### config.mk
export PLATFORM = sky130hd
export DESIGN_NAME = mem_fifo_ctrl_flat
export DESIGN_NICKNAME = d
export VERILOG_FILES = /design/src/rtl/mem_fifo_pkg.sv /design/src/rtl/mem_fifo_ctrl_if.sv /design/src/rtl/mem_fifo_arb.sv /design/src/rtl/mem_fifo_ctrl.sv /design/src/flat_wrapper.sv
export SDC_FILE = /design/constraint.sdc
export NUM_CORES = 1
export LEC_CHECK = 0
export ABC_AREA = 1
export BUFFER_PORTS_ARGS = -buffer_cell sky130_fd_sc_hd__clkbuf_2
export CAP_MARGIN = 5
export CORE_MARGIN = 8
export CORE_UTILIZATION = 44
export DETAILED_ROUTE_END_ITERATION = 8
export PLACE_DENSITY = 0.76
export SYNTH_ARGS = -nofsm -noshare
export SYNTH_HDL_FRONTEND = slang
export SYNTH_SLANG_ARGS = --single-unit
### constraint.sdc
create_clock -name clk -period 2.5 [get_ports clk]
set_input_delay 0.5 -clock clk [delete_from_list [all_inputs] [get_ports clk]]
set_output_delay 0.5 -clock clk [all_outputs]
set_load 0.02 [all_outputs]
### src/rtl/mem_fifo_pkg.sv
// rtl/mem_fifo_pkg.sv - shared widths, depth helper and grant encodings for mem_fifo_ctrl
package mem_fifo_pkg;

  localparam int DW_DEF = 4;
  localparam int AW_DEF = 2;

  typedef logic [1:0] gnt_t;

  localparam gnt_t GNT_NONE = 2'd0;
  localparam gnt_t GNT_PUSH = 2'd1;
  localparam gnt_t GNT_POP  = 2'd2;

  function automatic int fifo_depth(input int aw);
    return 1 << aw;
  endfunction

endpackage

### src/rtl/mem_fifo_ctrl_if.sv
// rtl/mem_fifo_ctrl_if.sv - push/pop handshakes and single-port memory bus of mem_fifo_ctrl
interface mem_fifo_ctrl_if
  import mem_fifo_pkg::*;
#(
  parameter int DW = DW_DEF,
  parameter int AW = AW_DEF
) ();

  logic          push_valid;
  logic [DW-1:0] push_data;
  logic          push_ready;
  logic          pop_req;
  logic          pop_ready;
  logic [DW-1:0] pop_data;
  logic          pop_data_valid;
  logic          mem_we;
  logic [AW-1:0] mem_addr;
  logic [DW-1:0] mem_wdata;
  logic [DW-1:0] mem_rdata;

  // Environment side: producer, consumer and the memory array.
  modport master (
    output push_valid, push_data, pop_req, mem_rdata,
    input  push_ready, pop_ready, pop_data, pop_data_valid,
           mem_we, mem_addr, mem_wdata
  );

  // Controller side.
  modport slave (
    input  push_valid, push_data, pop_req, mem_rdata,
    output push_ready, pop_ready, pop_data, pop_data_valid,
           mem_we, mem_addr, mem_wdata
  );

endinterface

### src/rtl/mem_fifo_arb.sv
// rtl/mem_fifo_arb.sv - one-operation-per-cycle push/pop arbiter with alternating priority
module mem_fifo_arb
  import mem_fifo_pkg::*;
(
  input  logic clk,
  input  logic rst,
  input  logic can_push,
  input  logic can_pop,
  output gnt_t gnt
);

  logic prio;  // 0: push wins a conflict, 1: pop wins

  // Grant: a lone request always wins; a conflict is settled by prio.
  always_comb begin
    gnt = GNT_NONE;
    if (can_push && can_pop) begin
      gnt = prio ? GNT_POP : GNT_PUSH;
    end else if (can_push) begin
      gnt = GNT_PUSH;
    end else if (can_pop) begin
      gnt = GNT_POP;
    end
  end

  // Priority flips only when both sides actually competed.
  always_ff @(posedge clk) begin
    if (rst) begin
      prio <= 1'b0;
    end else if (can_push && can_pop) begin
      prio <= ~prio;
    end
  end

endmodule

### src/rtl/mem_fifo_ctrl.sv
// rtl/mem_fifo_ctrl.sv - FIFO controller over a single-port memory; MEM_FIFO_ERR_FLAGS_EN adds sticky ovf/udf flags
module mem_fifo_ctrl
  import mem_fifo_pkg::*;
#(
  parameter int DW = DW_DEF,
  parameter int AW = AW_DEF
) (
  input  logic          clk,
  input  logic          rst,
  mem_fifo_ctrl_if.slave bus,
  output logic [AW:0]   count,
  output logic          full,
`ifdef MEM_FIFO_ERR_FLAGS_EN
  output logic          empty,
  output logic          ovf_err,
  output logic          udf_err
`else
  output logic          empty
`endif
);

  localparam int DEPTH = fifo_depth(AW);
  localparam logic [AW:0] DEPTH_CNT = DEPTH[AW:0];

  logic [AW-1:0] wr_ptr;
  logic [AW-1:0] rd_ptr;
  logic          can_push;
  logic          can_pop;
  gnt_t          gnt;

  assign full  = (count == DEPTH_CNT);
  assign empty = (count == '0);

  // Nothing is offered to the arbiter while reset is held.
  assign can_push = !rst && bus.push_valid && !full;
  assign can_pop  = !rst && bus.pop_req && !empty;

  mem_fifo_arb u_arb (
    .clk      (clk),
    .rst      (rst),
    .can_push (can_push),
    .can_pop  (can_pop),
    .gnt      (gnt)
  );

  // Memory port and ready muxing from the grant; idle parks the address on rd_ptr.
  always_comb begin
    bus.push_ready = 1'b0;
    bus.pop_ready  = 1'b0;
    bus.mem_we     = 1'b0;
    bus.mem_addr   = rd_ptr;
    bus.mem_wdata  = bus.push_data;
    case (gnt)
      GNT_PUSH: begin
        bus.push_ready = 1'b1;
        bus.mem_we     = 1'b1;
        bus.mem_addr   = wr_ptr;
      end
      GNT_POP: begin
        bus.pop_ready = 1'b1;
      end
      default: ;
    endcase
    if (rst) begin
      bus.mem_addr = '0;
    end
  end

  // Pointers, occupancy and the registered read word.
  always_ff @(posedge clk) begin
    if (rst) begin
      wr_ptr             <= '0;
      rd_ptr             <= '0;
      count              <= '0;
      bus.pop_data       <= '0;
      bus.pop_data_valid <= 1'b0;
    end else begin
      bus.pop_data_valid <= 1'b0;
      case (gnt)
        GNT_PUSH: begin
          wr_ptr <= wr_ptr + AW'(1);
          count  <= count + (AW+1)'(1);
        end
        GNT_POP: begin
          bus.pop_data       <= bus.mem_rdata;
          bus.pop_data_valid <= 1'b1;
          rd_ptr             <= rd_ptr + AW'(1);
          count              <= count - (AW+1)'(1);
        end
        default: ;
      endcase
    end
  end

`ifdef MEM_FIFO_ERR_FLAGS_EN
  // Sticky misuse flags: a request against a full/empty FIFO latches until reset.
  always_ff @(posedge clk) begin
    if (rst) begin
      ovf_err <= 1'b0;
      udf_err <= 1'b0;
    end else begin
      if (bus.push_valid && full) ovf_err <= 1'b1;
      if (bus.pop_req && empty)   udf_err <= 1'b1;
    end
  end
`endif

endmodule

### src/flat_wrapper.sv
// flat-port wrapper written by rule: the top's interface ports become plain ports
module mem_fifo_ctrl_flat import mem_fifo_pkg::*;
#(
  parameter int DW = DW_DEF,
  parameter int AW = AW_DEF
)
  (clk, rst, count, full, empty, bus_push_valid, bus_push_data, bus_pop_req, bus_mem_rdata, bus_push_ready, bus_pop_ready, bus_pop_data, bus_pop_data_valid, bus_mem_we, bus_mem_addr, bus_mem_wdata);
  mem_fifo_ctrl_if #(.DW(DW), .AW(AW)) bus_i ();
  input  logic clk;
  input  logic rst;
  output logic [AW:0] count;
  output logic full;
  output logic empty;
  input wire logic [$bits(bus_i.push_valid)-1:0] bus_push_valid;
  input wire logic [$bits(bus_i.push_data)-1:0] bus_push_data;
  input wire logic [$bits(bus_i.pop_req)-1:0] bus_pop_req;
  input wire logic [$bits(bus_i.mem_rdata)-1:0] bus_mem_rdata;
  output wire logic [$bits(bus_i.push_ready)-1:0] bus_push_ready;
  output wire logic [$bits(bus_i.pop_ready)-1:0] bus_pop_ready;
  output wire logic [$bits(bus_i.pop_data)-1:0] bus_pop_data;
  output wire logic [$bits(bus_i.pop_data_valid)-1:0] bus_pop_data_valid;
  output wire logic [$bits(bus_i.mem_we)-1:0] bus_mem_we;
  output wire logic [$bits(bus_i.mem_addr)-1:0] bus_mem_addr;
  output wire logic [$bits(bus_i.mem_wdata)-1:0] bus_mem_wdata;
  assign bus_i.push_valid = bus_push_valid;
  assign bus_i.push_data = bus_push_data;
  assign bus_i.pop_req = bus_pop_req;
  assign bus_i.mem_rdata = bus_mem_rdata;
  assign bus_push_ready = bus_i.push_ready;
  assign bus_pop_ready = bus_i.pop_ready;
  assign bus_pop_data = bus_i.pop_data;
  assign bus_pop_data_valid = bus_i.pop_data_valid;
  assign bus_mem_we = bus_i.mem_we;
  assign bus_mem_addr = bus_i.mem_addr;
  assign bus_mem_wdata = bus_i.mem_wdata;
  mem_fifo_ctrl #(.DW(DW), .AW(AW)) u_core (.clk(clk), .rst(rst), .bus(bus_i), .count(count), .full(full), .empty(empty));
endmodule
* Yosys cells after proc, flatten, opt, wreduce, memory -nomap -nowiden
Index checks and enable logic that the tools add are counted.
** Storage, ports and cells
- Bits in latches :: 0
- Bits of input ports :: 12
- ROM bits :: 0
- Memories kept :: 0
- Flip-flop bits (word level) :: 13
- Word-level logic and storage cells :: 33
- Memory bits (writable) :: 0
- Output and inout bits :: 19
** Cells by class
- Reduce and logical (&&, ||, !) cells :: 10
- Div/mod/pow operators :: 0
- Add/subtract/negate cells :: 4
- Muxes and demuxes :: 9
- Shifts and indexed selects :: 0
- Bitwise gates (word level) :: 1
- Equality and inequality tests :: 3
- Order comparisons :: 0
- Multipliers :: 0
** Operator list (count)
- $mux W2 :: 6
- $pmux W3 S2 :: 1
- $logic_and A1 B1 Y1 :: 5
- $add A2 B1 Y2 const B :: 2
- $add A3 B1 Y3 const B :: 1
- $eq A3 B3 Y1 const B :: 1
- $logic_not A1 Y1 :: 3
- $logic_not A3 Y1 :: 1
- $sub A3 B1 Y3 const B :: 1
- $eq A2 B1 Y1 const B :: 1
- $eq A2 B2 Y1 const B :: 1
- $mux W1 :: 2
- $reduce_bool A2 Y1 :: 1
- $not A1 Y1 :: 1

* Depth between registers and ports, before layout
Gate-level depths: netlist (run 1).
- Depth after elaboration :: 9
- Depth in mapped cells :: 14
- Depth with buffers taken out :: 13

* Modules after synthesis
Synthesis (run 1) repeated with hierarchy kept, for this count alone.
** Second synthesis, totals
- Cell total of the unflattened synthesis :: 96
- Area total of the unflattened synthesis :: 703.2 um^2
** Modules (own cells, without submodules)
- mem_fifo_ctrl :: area an instance 645.6 um^2, cells an instance 87, times used 1
- mem_fifo_arb :: area an instance 57.6 um^2, cells an instance 9, times used 1

* Worst setup path after synthesis (run 1)
No wires, ideal clock.
- Path kind :: reg2out
- Start :: register u_core.count[1]
- End :: output port bus_mem_addr[0]
- Data arrival time :: 1.905 ns
- Cell stages (with the launch flop) :: 8
- Slack :: 0.095 ns
- Required time :: 2.000 ns
- Cell sequence :: dfxtp_1 nor2_2 a21oi_4 nand3_2 nand2_1 ha_1 nand2_1 a21oi_1
** On the way
- Cells in the longest elaborated chain, start to end :: 9
- Elaborated cells on any way between the ends :: 13
- Those cells by class :: eq/ne (2); mux (5); reduce/logical (6)
** RTL lines
- start: declaration :: RTL line mem_fifo_ctrl.sv:11 : output logic [AW:0] count,
- start signal: assignment :: RTL line mem_fifo_ctrl.sv:82 : count <= count + (AW+1)'(1);
- start signal: assignment :: RTL line mem_fifo_ctrl.sv:88 : count <= count - (AW+1)'(1);
- $logic_not A3 Y1 :: RTL line mem_fifo_ctrl.sv:32 : assign empty = (count == '0);
- $logic_not A1 Y1 :: RTL line mem_fifo_ctrl.sv:36 : assign can_pop = !rst && bus.pop_req && !empty;
- $logic_and A1 B1 Y1 :: RTL line mem_fifo_ctrl.sv:36
- $mux W2 :: RTL line mem_fifo_arb.sv:21 : end else if (can_pop) begin
- $mux W2 :: RTL line mem_fifo_arb.sv:19 : end else if (can_push) begin
- $mux W2 (*) :: RTL line mem_fifo_arb.sv:17 : if (can_push && can_pop) begin
- $eq A2 B1 Y1 (*) :: RTL line mem_fifo_ctrl.sv:53 : case (gnt)
- $mux W2 (*) :: RTL line mem_fifo_ctrl.sv:53
- $mux W2 (*) :: RTL line mem_fifo_ctrl.sv:64 : if (rst) begin
- end: declaration :: RTL line flat_wrapper.sv:23 : output wire logic [$bits(bus_i.mem_addr)-1:0] bus_mem_addr;
Mark *: on every way between the ends. The rest lies on a longest branch, timed or not.

* Worst setup path in the final report (run 1)
- Start :: input port rst
- End :: output port bus_mem_addr[0]
** On the way
- Cells in the longest elaborated chain, start to end :: 9
- Elaborated cells on any way between the ends :: 12
- Those cells by class :: eq/ne (1); mux (5); reduce/logical (6)
** RTL lines
- start: declaration :: RTL line flat_wrapper.sv:10 : input logic rst;
- $logic_not A1 Y1 :: RTL line mem_fifo_ctrl.sv:35, mem_fifo_ctrl.sv:36
- $logic_and A1 B1 Y1 (2 in a row) :: RTL line mem_fifo_ctrl.sv:36
- $mux W2 :: RTL line mem_fifo_arb.sv:21
- $mux W2 :: RTL line mem_fifo_arb.sv:19
- $mux W2 :: RTL line mem_fifo_arb.sv:17
- $eq A2 B1 Y1 :: RTL line mem_fifo_ctrl.sv:53
- $mux W2 :: RTL line mem_fifo_ctrl.sv:53
- $mux W2 (*) :: RTL line mem_fifo_ctrl.sv:64
Marked as above.

==> results of run 1 <==
==> worst paths after layout <==
check | start | end | depth (start not counted)
max reg2reg | u_core.count[1]$_SDFFE_PP0P_ | u_core.count[2]$_SDFFE_PP0P_ | 12
min | bus_mem_rdata[3] | u_core.bus.pop_data[3]$_SDFFE_PP0N_ | 3
max | rst | bus_mem_addr[0] | 12
min reg2reg | u_core.u_arb.prio$_SDFFE_PP0P_ | u_core.u_arb.prio$_SDFFE_PP0P_ | 2
==> report_power, final <==
group	switching, mW	internal, mW	leakage [nW]
sequential	0.0171	0.227	0.107
clock	0.0647	0.0616	0.0150
combinational	0.102	0.0608	0.280
total	0.184	0.349	0.402
==> logic make-up (layout without fill, tap and decap cells) <==
| kind of cell | Yosys count | count (layout) |
|---|---|---|
| XOR/XNOR | 3 | 3 |
| AO/OA/AOI/OAI | 21 | 21 |
| flip-flops | 13 | 13 |
| buffers and inverters | 19 | 41 |
| adder cells (fa/ha/maj) | 4 | 4 |
| AND/OR/NAND/NOR | 27 | 27 |
==> flip-flops by register name (all words and copies together) (netlist names) <==
register	flops
u_core.bus.pop_data	4
u_core.bus.pop_data_valid	1
u_core.count	3
u_core.rd_ptr	2
u_core.u_arb.prio	1
u_core.wr_ptr	2
==> Yosys cell counts, drive strengths merged <==
| master | n |
|---|---|
| a21oi | 10 |
| o21bai | 1 |
| nor2 | 14 |
| xor2 | 3 |
| buf | 7 |
| nand3 | 1 |
| o21ai | 10 |
| nor3 | 1 |
| ha | 4 |
| nand2 | 11 |
| dfxtp | 13 |
| inv | 12 |
==> stage by stage <==
| stage | total power [mW] | util [%] | setup slack (ns) | cells | instance area [µm²] |
|---|---|---|---|---|---|
| floorplan | 0.365 | - | 0.0954 | 87 | 678 |
| global placement | 0.401 | 53.2 | 0.126 | 121 | 783 |
| detailed placement | 0.406 | 53.2 | 0.0454 | 121 | 783 |
| CTS | 0.537 | 55.1 | 0.0144 | 125 | 811 |
| global route | 0.575 | 56.1 | 0.0301 | 125 | 826 |
| finish | 0.533 | 56.1 | 0.156 | 125 | 826 |
==> layer usage <==
| metal | global-route usage (%) | vias up | wire, µm |
|---|---|---|---|
| li1 | - | 311 | - |
| met1 | 9.82 | 256 | 578 |
| met2 | 16.0 | 10 | 719 |
| met3 | 3.20 | 8 | 68 |
| met4 | 7.39 | 0 | 53 |
| met5 | 0 | - | 0 |
==> final cells by class <==
cell class                      instances  area, µm²
Fill cell                             140        646
Multi-Input combinational cell         55        338
Sequential cell                        13        264
Timing Repair Buffer                   25        133
Inverter                               12       45.0
Clock buffer                            4       26.3
Tap cell                               16       20.0
==> critical path, stage by stage <==
cell,delay [ns]
clkbuf_2,0.09
inv_1,0.11
nand2_1,0.11
a21oi_4,0.17
inv_2,0.05
o21ai_2,0.17
inv_2,0.07
ha_4,0.18
inv_1,0.05
nand2_1,0.04
a21oi_1,0.12
buf_2,0.18
==> timing repair <==
action | 4_1_cts | 5_1_grt
gates resized for setup | 1 | 5
setup endpoints to repair | 1 | 2
setup buffers | 0 | 0
==> run metrics, run 1 <==
Clock Sinks=13; Initial Utilization=46.1%; Die ar.=3050 µm²; max-slew violations=0; DRC=0; GRT overflow=0; largest area contributor in the netlist=dfxtp_1; diodes inserted=0; syn avg cell area=7.79 µm²; final hold vios=0; DP HPWL=1.16 mm; vias after detailed routing=585; die height=55.3 µm; CP Launch Type=input pin; Die X=55.3 µm; Post-Synth Simple-Gate Area=16.4%; Synth cell types=18; Synth area leaders=dfxtp_1, ha_1, nor2_1, o21ai_0, nand2_1; Yosys reg bits=13; max cap viols=0; main combinational cell family by area after synthesis=compound AO/OA/AOI/OAI gates; CTS tree=built; Vias/cell=4.68; Reg clk slew, reported paths=0.08 ns; critical path required time=2.00 ns; WHS=0.460 ns; Synth Instances=87; setup repair after global routing missed its margin=no; compound-cell area share of the yosys netlist=20.3%; post-synthesis adder-cell area fraction=7.38%; clock period minus worst slack=2.34 ns; top cell type's share of synthesized area=38.4%; Avg WL per Cell=11.4 µm; Total GRT Usage=9.70%; proportion of synthesized chip area in sequential cells=38.4%; VDD IR-drop max=331 µV; pwr dens=646 nW/µm²; CP max FO=7; xor/xnor share of the synthesized area=3.87%; TritonRoute pass-1 iters=3; P&R area growth vs syn=21.8%; Slew headroom=82.7%; CTS Hold Bufs=0; port bufs=22; # setup viols final=0; initial antenna violation count=0; Core ar.=1470 µm²; Num CTS Buffers=3; status=completed; skew final=0.00341 ns; first-pass GRT wire length=2.47 mm; drt initial violations=4; most frequent cells in the layout=clkbuf_2, nor2_1, nand2_1; Setup CP Type=input pin to output port; Peak Freq=427 MHz; Routed WL=1.42 mm; Antenna Nets Post-Route=0; vias in the first global route=585; mapped cell area=678 µm²; reg2reg setup slack=0.41 ns; Worst-Skew Late Latency=0.27 ns; Yosys warning count=0; io pins=31; worst slew pin tran=0.260 ns; worst min-delay path class=input pin to flip-flop; Final Cycle Share=93.8%; Worst Path Arrival=1.84 ns; Nets=126; layout cell share with drive strength beyond 1=37.6%; Rows=14; post-synthesis mux area share=0%; leakage=0.402 nW; Critical Path Sink Type=output port; Post-Syn Nets=103; CTS root buf=clkbuf_4; largest net degree at the start of global routing=9; routability congestion estimate=0.809; H-tree depth=1; Clock Path Buffers=2; Setup TNS=0 ns; commonest non-fill, non-tap cell in the layout=clkbuf_2
Note: power is estimated with default switching activity, not from simulation.
==> run 2: changes to the inputs <==
SETUP_SLACK_MARGIN = 0.4   (was not set)
==> run metrics, run 2 (synthesized netlist as in run 1, its figures left out) <==
post-route design area=1080 µm² (+31%); Die X=55.3 µm (unchanged); DP Worst Slack=0.164 ns (+0.119 ns); dpl cell area=812 µm² (+3.7%); Initial Utilization=46.1% (unchanged); port bufs=22 (unchanged); GRT overflow=0 (unchanged); die height=55.3 µm (unchanged); DP HPWL=1.30 mm (+12%); VDD IR-drop max=395 µV (+19%); skew final=0.00324 ns (-0.000174 ns); Clock Sinks=13 (unchanged); critical path required time=2.00 ns (about the same); largest net degree at the start of global routing=11 (+2); FF-to-FF path depth=14 (+2); Worst Path Arrival=1.76 ns (-0.08 ns); hold path depth=3 (unchanged); CP Launch Point=rst; Rows=14 (unchanged); worst hold path startpoint=bus_mem_rdata[0]; Reg clk slew, reported paths=0.08 ns (about the same); CTS tree=built; power consumption=613 µW (+15%); Core ar.=1470 µm² (unchanged); io pins=31 (unchanged); Antenna Nets Post-Route=0 (unchanged); most frequent cells in the layout=clkbuf_2, buf_4, nor2_1; initial antenna violation count=0 (unchanged); vias after detailed routing=679 (+16%); worst hold endpoint=u_core.bus.pop_data[0]$_SDFFE_PP0N_; leakage=0.494 nW (+23%); diodes inserted=0 (unchanged); clock period minus worst slack=2.26 ns (-0.0876 ns); worst reg2reg endpoint=u_core.count[2]$_SDFFE_PP0P_; Vias/cell=4.88 (+4.4%); # setup viols final=0 (unchanged); max-slew violations=0 (unchanged); Clock Path Buffers=2 (unchanged); Largest regs=u_core.bus.pop_data (4), u_core.count (3); Fillers=104 (-26%); Reg-to-Reg Start=u_core.count[1]$_SDFFE_PP0P_; Slew headroom=84.2% (+1.5 points); status=completed; number of flip-flops in the largest register=4 (unchanged); CP Launch Type=input pin; Nets=140 (+11%); reg2reg setup slack=0.39 ns (-0.02 ns); setup repair after global routing missed its margin=yes; H-tree depth=1 (unchanged); DRC=0 (unchanged); first-pass GRT wire length=3.15 mm (+27%); max cap viols=0 (unchanged); post-layout util=73.7% (+18 points); TritonRoute pass-1 iters=4 (+1); Critical Path Sink Type=output port; drt initial violations=10 (+6); worst slew pin tran=0.237 ns (-0.0231 ns); final worst setup slack=0.243 ns (+0.0876 ns); P&R area growth vs syn=60.0%; Worst-Skew Late Latency=0.26 ns (about the same); Num CTS Buffers=3 (unchanged); pwr dens=565 nW/µm² (-13%); Peak Freq=443 MHz (+3.9%); CP max FO=6 (-1); Routed WL=2.08 mm (+46%); CTS root buf=clkbuf_4; worst min-delay path class=input pin to flip-flop; routability congestion estimate=0.778 (-3.9%); Avg WL per Cell=15.0 µm (+32%); largest register by flop count=u_core.bus.pop_data; vias in the first global route=724 (+24%); Setup CP Type=input pin to output port; layout cell share with drive strength beyond 1=56.9% (+19 points); Setup TNS=0 ns (unchanged); Total GRT Usage=11.9% (+2.2 points); Final Cycle Share=90.3% (-3.5 points); final hold vios=0 (unchanged); Die ar.=3050 µm² (unchanged)
[run 2: layer usage]
| metal | global-route usage (%) | wire, µm | up-vias |
|---|---|---|---|
| met5 | 0 | 0 | - |
| met4 | 5.99 | 19 | 0 |
| met3 | 2.97 | 92 | 2 |
| met2 | 23.2 | 1150 | 16 |
| met1 | 11.0 | 821 | 318 |
| li1 | - | - | 343 |
[run 2: metrics by stage]
stage,hold slack (ns),std cells
after global placement,0.462,121
after floorplan,0.441,87
after global routing,0.459,139
after CTS,0.458,136
final,0.460,139
after detailed placement,0.464,121
[run 2: worst max-delay path by stage]
stage / cells past startpoint / slack (ns) / endpoint
after global routing: 10 / 0.16 / bus_mem_addr[1]
after global placement: 10 / 0.23 / bus_mem_addr[0]
final: 12 / 0.24 / bus_mem_addr[0]
after detailed placement: 10 / 0.16 / bus_mem_addr[0]
after floorplan: 8 / 0.37 / bus_mem_addr[0]
after CTS: 11 / 0.29 / bus_mem_addr[1]
[run 2: area by class of cell]
class,instances,area [µm²],area share [%]
multi-input combinational,55,425,39.2
timing repair buffer,39,292,26.9
sequential,13,272,25.0
inverter,12,50.0,4.61
clock buffer,4,26.3,2.42
tap,16,20.0,1.85
[run 2: worst max-delay path, cell delays in order]
cell and delay (ns):
buf_6 0.09, inv_2 0.08, nand2_2 0.07, a21oi_4 0.16, inv_2 0.06, o21ai_4 0.14, inv_2 0.07, ha_4 0.19
inv_4 0.06, nand2_4 0.04, a21oi_4 0.16, buf_8 0.12
[run 2: power by group]
group          switching, mW  internal [mW]  total [mW]
Sequential            0.0153          0.227       0.242
Clock                 0.0656         0.0616       0.127
Combinational          0.136          0.107       0.243
[run 2: repair_timing]
item | 4_1_cts | 5_1_grt
cloned | 0 | 0
endpoints found under the setup margin | 5 | 7
gates resized for setup | 22 | 15
setup buffers | 11 | 3
pin swaps | 4 | 8
hold buffers | 0 | 0
==> run 3: changes to the inputs <==
CORE_MARGIN = 3   (was 8)
CTS_CLUSTER_SIZE = 14   (was not set)
==> run metrics, run 3 (synthesized netlist as in run 1, its figures left out) <==
Die ar.=2050 µm² (-33%); max cap viols=0 (unchanged); Num CTS Buffers=3 (unchanged); port bufs=22 (unchanged); clock period minus worst slack=2.21 ns (-0.0465 ns); DP HPWL=1.16 mm (-11%); H-tree depth=1 (unchanged); Setup TNS=0 ns (unchanged); worst hold path startpoint=bus_mem_rdata[1]; fin cells=133 (-4.3%); Clock Sinks=13 (unchanged); hold path depth=3 (unchanged); io pins=31 (unchanged); VDD IR-drop max=399 µV (+0.90%); DRC=0 (unchanged); final hold vios=0 (unchanged); pwr dens=583 nW/µm² (+3.3%); CTS Hold Bufs=0 (unchanged); leakage=0.471 nW (-4.6%); Antenna Nets Post-Route=0 (unchanged); Slowest Stage Delay on Critical Path=0.38 ns (+0.19 ns); largest register by flop count=u_core.bus.pop_data; Routed WL=1.69 mm (-19%); vias after detailed routing=654 (-3.7%); worst reg2reg endpoint=u_core.count[2]$_SDFFE_PP0P_; status=completed; worst hold endpoint=u_core.bus.pop_data[1]$_SDFFE_PP0N_; post-layout util=75.8% (+2.1 points); max-slew violations=0 (unchanged); CTS root buf=clkbuf_4; worst slew pin tran=0.165 ns (-0.0717 ns); initial antenna violation count=0 (unchanged); Nets=135 (-3.6%); most frequent cells in the layout=clkbuf_2, nor2_1, buf_4, dfxtp_1; Reg clk slew, reported paths=0.09 ns (about the same); combinational power share=38.0% (-1.6 points); critical path, cell by cell=inv_4 -> a21oi_4 -> inv_2 -> o21ai_4 -> inv_2 -> ha_4 -> inv_2 -> nand2_2 -> a21oi_4 -> buf_8; diodes inserted=0 (unchanged); Inst Count DP=120 (-0.83%); critical path required time=2.00 ns (about the same); setup repair after global routing missed its margin=yes; Final Cycle Share=88.4% (-1.9 points); Setup CP Type=flip-flop to output port; most used cell, CP=inv_2; Clk pwr share=21.9% (+1.1 points); Die X=45.3 µm (-18%); P&R area growth vs syn=52.8%; Clock Path Buffers=2 (unchanged); Total GRT Usage=18.8% (+6.8 points); Largest regs=u_core.bus.pop_data (4), u_core.count (3); Avg WL per Cell=12.7 µm (-15%); Peak Freq=452 MHz (+2.1%); first-pass GRT wire length=2.84 mm (-9.7%); skew final=0.00243 ns (-0.000815 ns); die height=45.3 µm (-18%); routability congestion estimate=0.802 (+3.0%); TritonRoute pass-1 iters=4 (unchanged); Reg-to-Reg Start=u_core.count[2]$_SDFFE_PP0P_; largest net degree at the start of global routing=10 (-1); # setup viols final=0 (unchanged); CP Launch Type=flip-flop; FF-to-FF path depth=12 (-2); slowest cell on the critical path=dfxtp_4; Core ar.=1370 µm² (-7.1%); Sw Share=35.9% (+0.47 points); number of flip-flops in the largest register=4 (unchanged); Worst Path Arrival=1.71 ns (-0.05 ns); Worst-Skew Late Latency=0.27 ns (about the same); Slew headroom=88.9% (+4.7 points); reg2reg setup slack=0.46 ns (+0.07 ns); worst min-delay path class=input pin to flip-flop; Rows=13 (-1); vias in the first global route=667 (-7.9%); drt initial violations=16 (+6); GRT overflow=0 (unchanged); WHS=0.448 ns (-0.0122 ns); layout cell share with drive strength beyond 1=54.2% (-2.7 points); CTS tree=built; Reg power frac=40.1% (+0.5 points); CP max FO=6 (unchanged); commonest non-fill, non-tap cell in the layout=clkbuf_2; Critical Path Sink Type=output port; Int Power=387 µW (-2.1%); Switch Pwr=217 µW (about the same); Vias/cell=4.92 (+0.66%); Initial Utilization=49.6% (+3.5 points)
run 3: critical path: cells and delay by family, from the launching register on:
family	cells	cell delay, ns
compound gates	3	0.48
flops	1	0.38
buf+inv	5	0.34
fa+ha+maj	1	0.18
simple gates	1	0.05
run 3: power groups by stage:
stage | Combinational, mW | Sequential, mW | Clock, mW
floorplan | 0.110 | 0.263 | 0
global placement | 0.158 | 0.249 | 0
detailed placement | 0.164 | 0.250 | 0
CTS | 0.210 | 0.242 | 0.136
global route | 0.249 | 0.245 | 0.144
finish | 0.230 | 0.242 | 0.132
run 3: per-stage QoR:
stage	power, mW	worst slack, ns	instance area [µm²]
floorplan	0.374	0.373	713
global placement	0.407	0.206	811
detailed placement	0.414	0.111	811
CTS	0.587	0.253	966
global route	0.638	0.216	1040
finish	0.604	0.290	1040
run 3: area by class of cell:
| cell class | count | area, µm² |
|---|---|---|
| timing repair buffer | 34 | 268 |
| clock buffer | 3 | 22.5 |
| tap | 15 | 18.8 |
| fill | 84 | 330 |
| clock inverter | 1 | 5.00 |
| inverter | 12 | 50.0 |
| multi-input combinational | 55 | 400 |
| sequential | 13 | 272 |
run 3: how the worst max path moves through the flow:
| stage | to | from | cells after the start | slack [ns] |
|---|---|---|---|---|
| after CTS | bus_mem_addr[0] | rst | 12 | 0.25 |
| after global placement | bus_mem_addr[0] | rst | 10 | 0.21 |
| after global routing | bus_mem_addr[0] | u_core.count[2]$_SDFFE_PP0P_ | 10 | 0.22 |
| after detailed placement | bus_mem_addr[0] | rst | 10 | 0.11 |
| after floorplan | bus_mem_addr[0] | rst | 8 | 0.37 |
| final | bus_mem_addr[0] | u_core.count[2]$_SDFFE_PP0P_ | 10 | 0.29 |
run 3: per-layer routing:
layer / vias to the layer above / share of wire (%) / global-route usage (%)
met3: 4 / 3.7 / 4.78
met2: 15 / 50 / 28.8
met4: 0 / 1.0 / 10.5
met5: - / 0 / 0
met1: 304 / 45 / 23.6
li1: 331 / - / -
run 3: repair_timing:
action,4_1_cts,5_1_grt
gates resized for setup,20,13
setup endpoints to repair,5,7
pin swaps,6,11
setup buffers,6,3
cloned,0,0
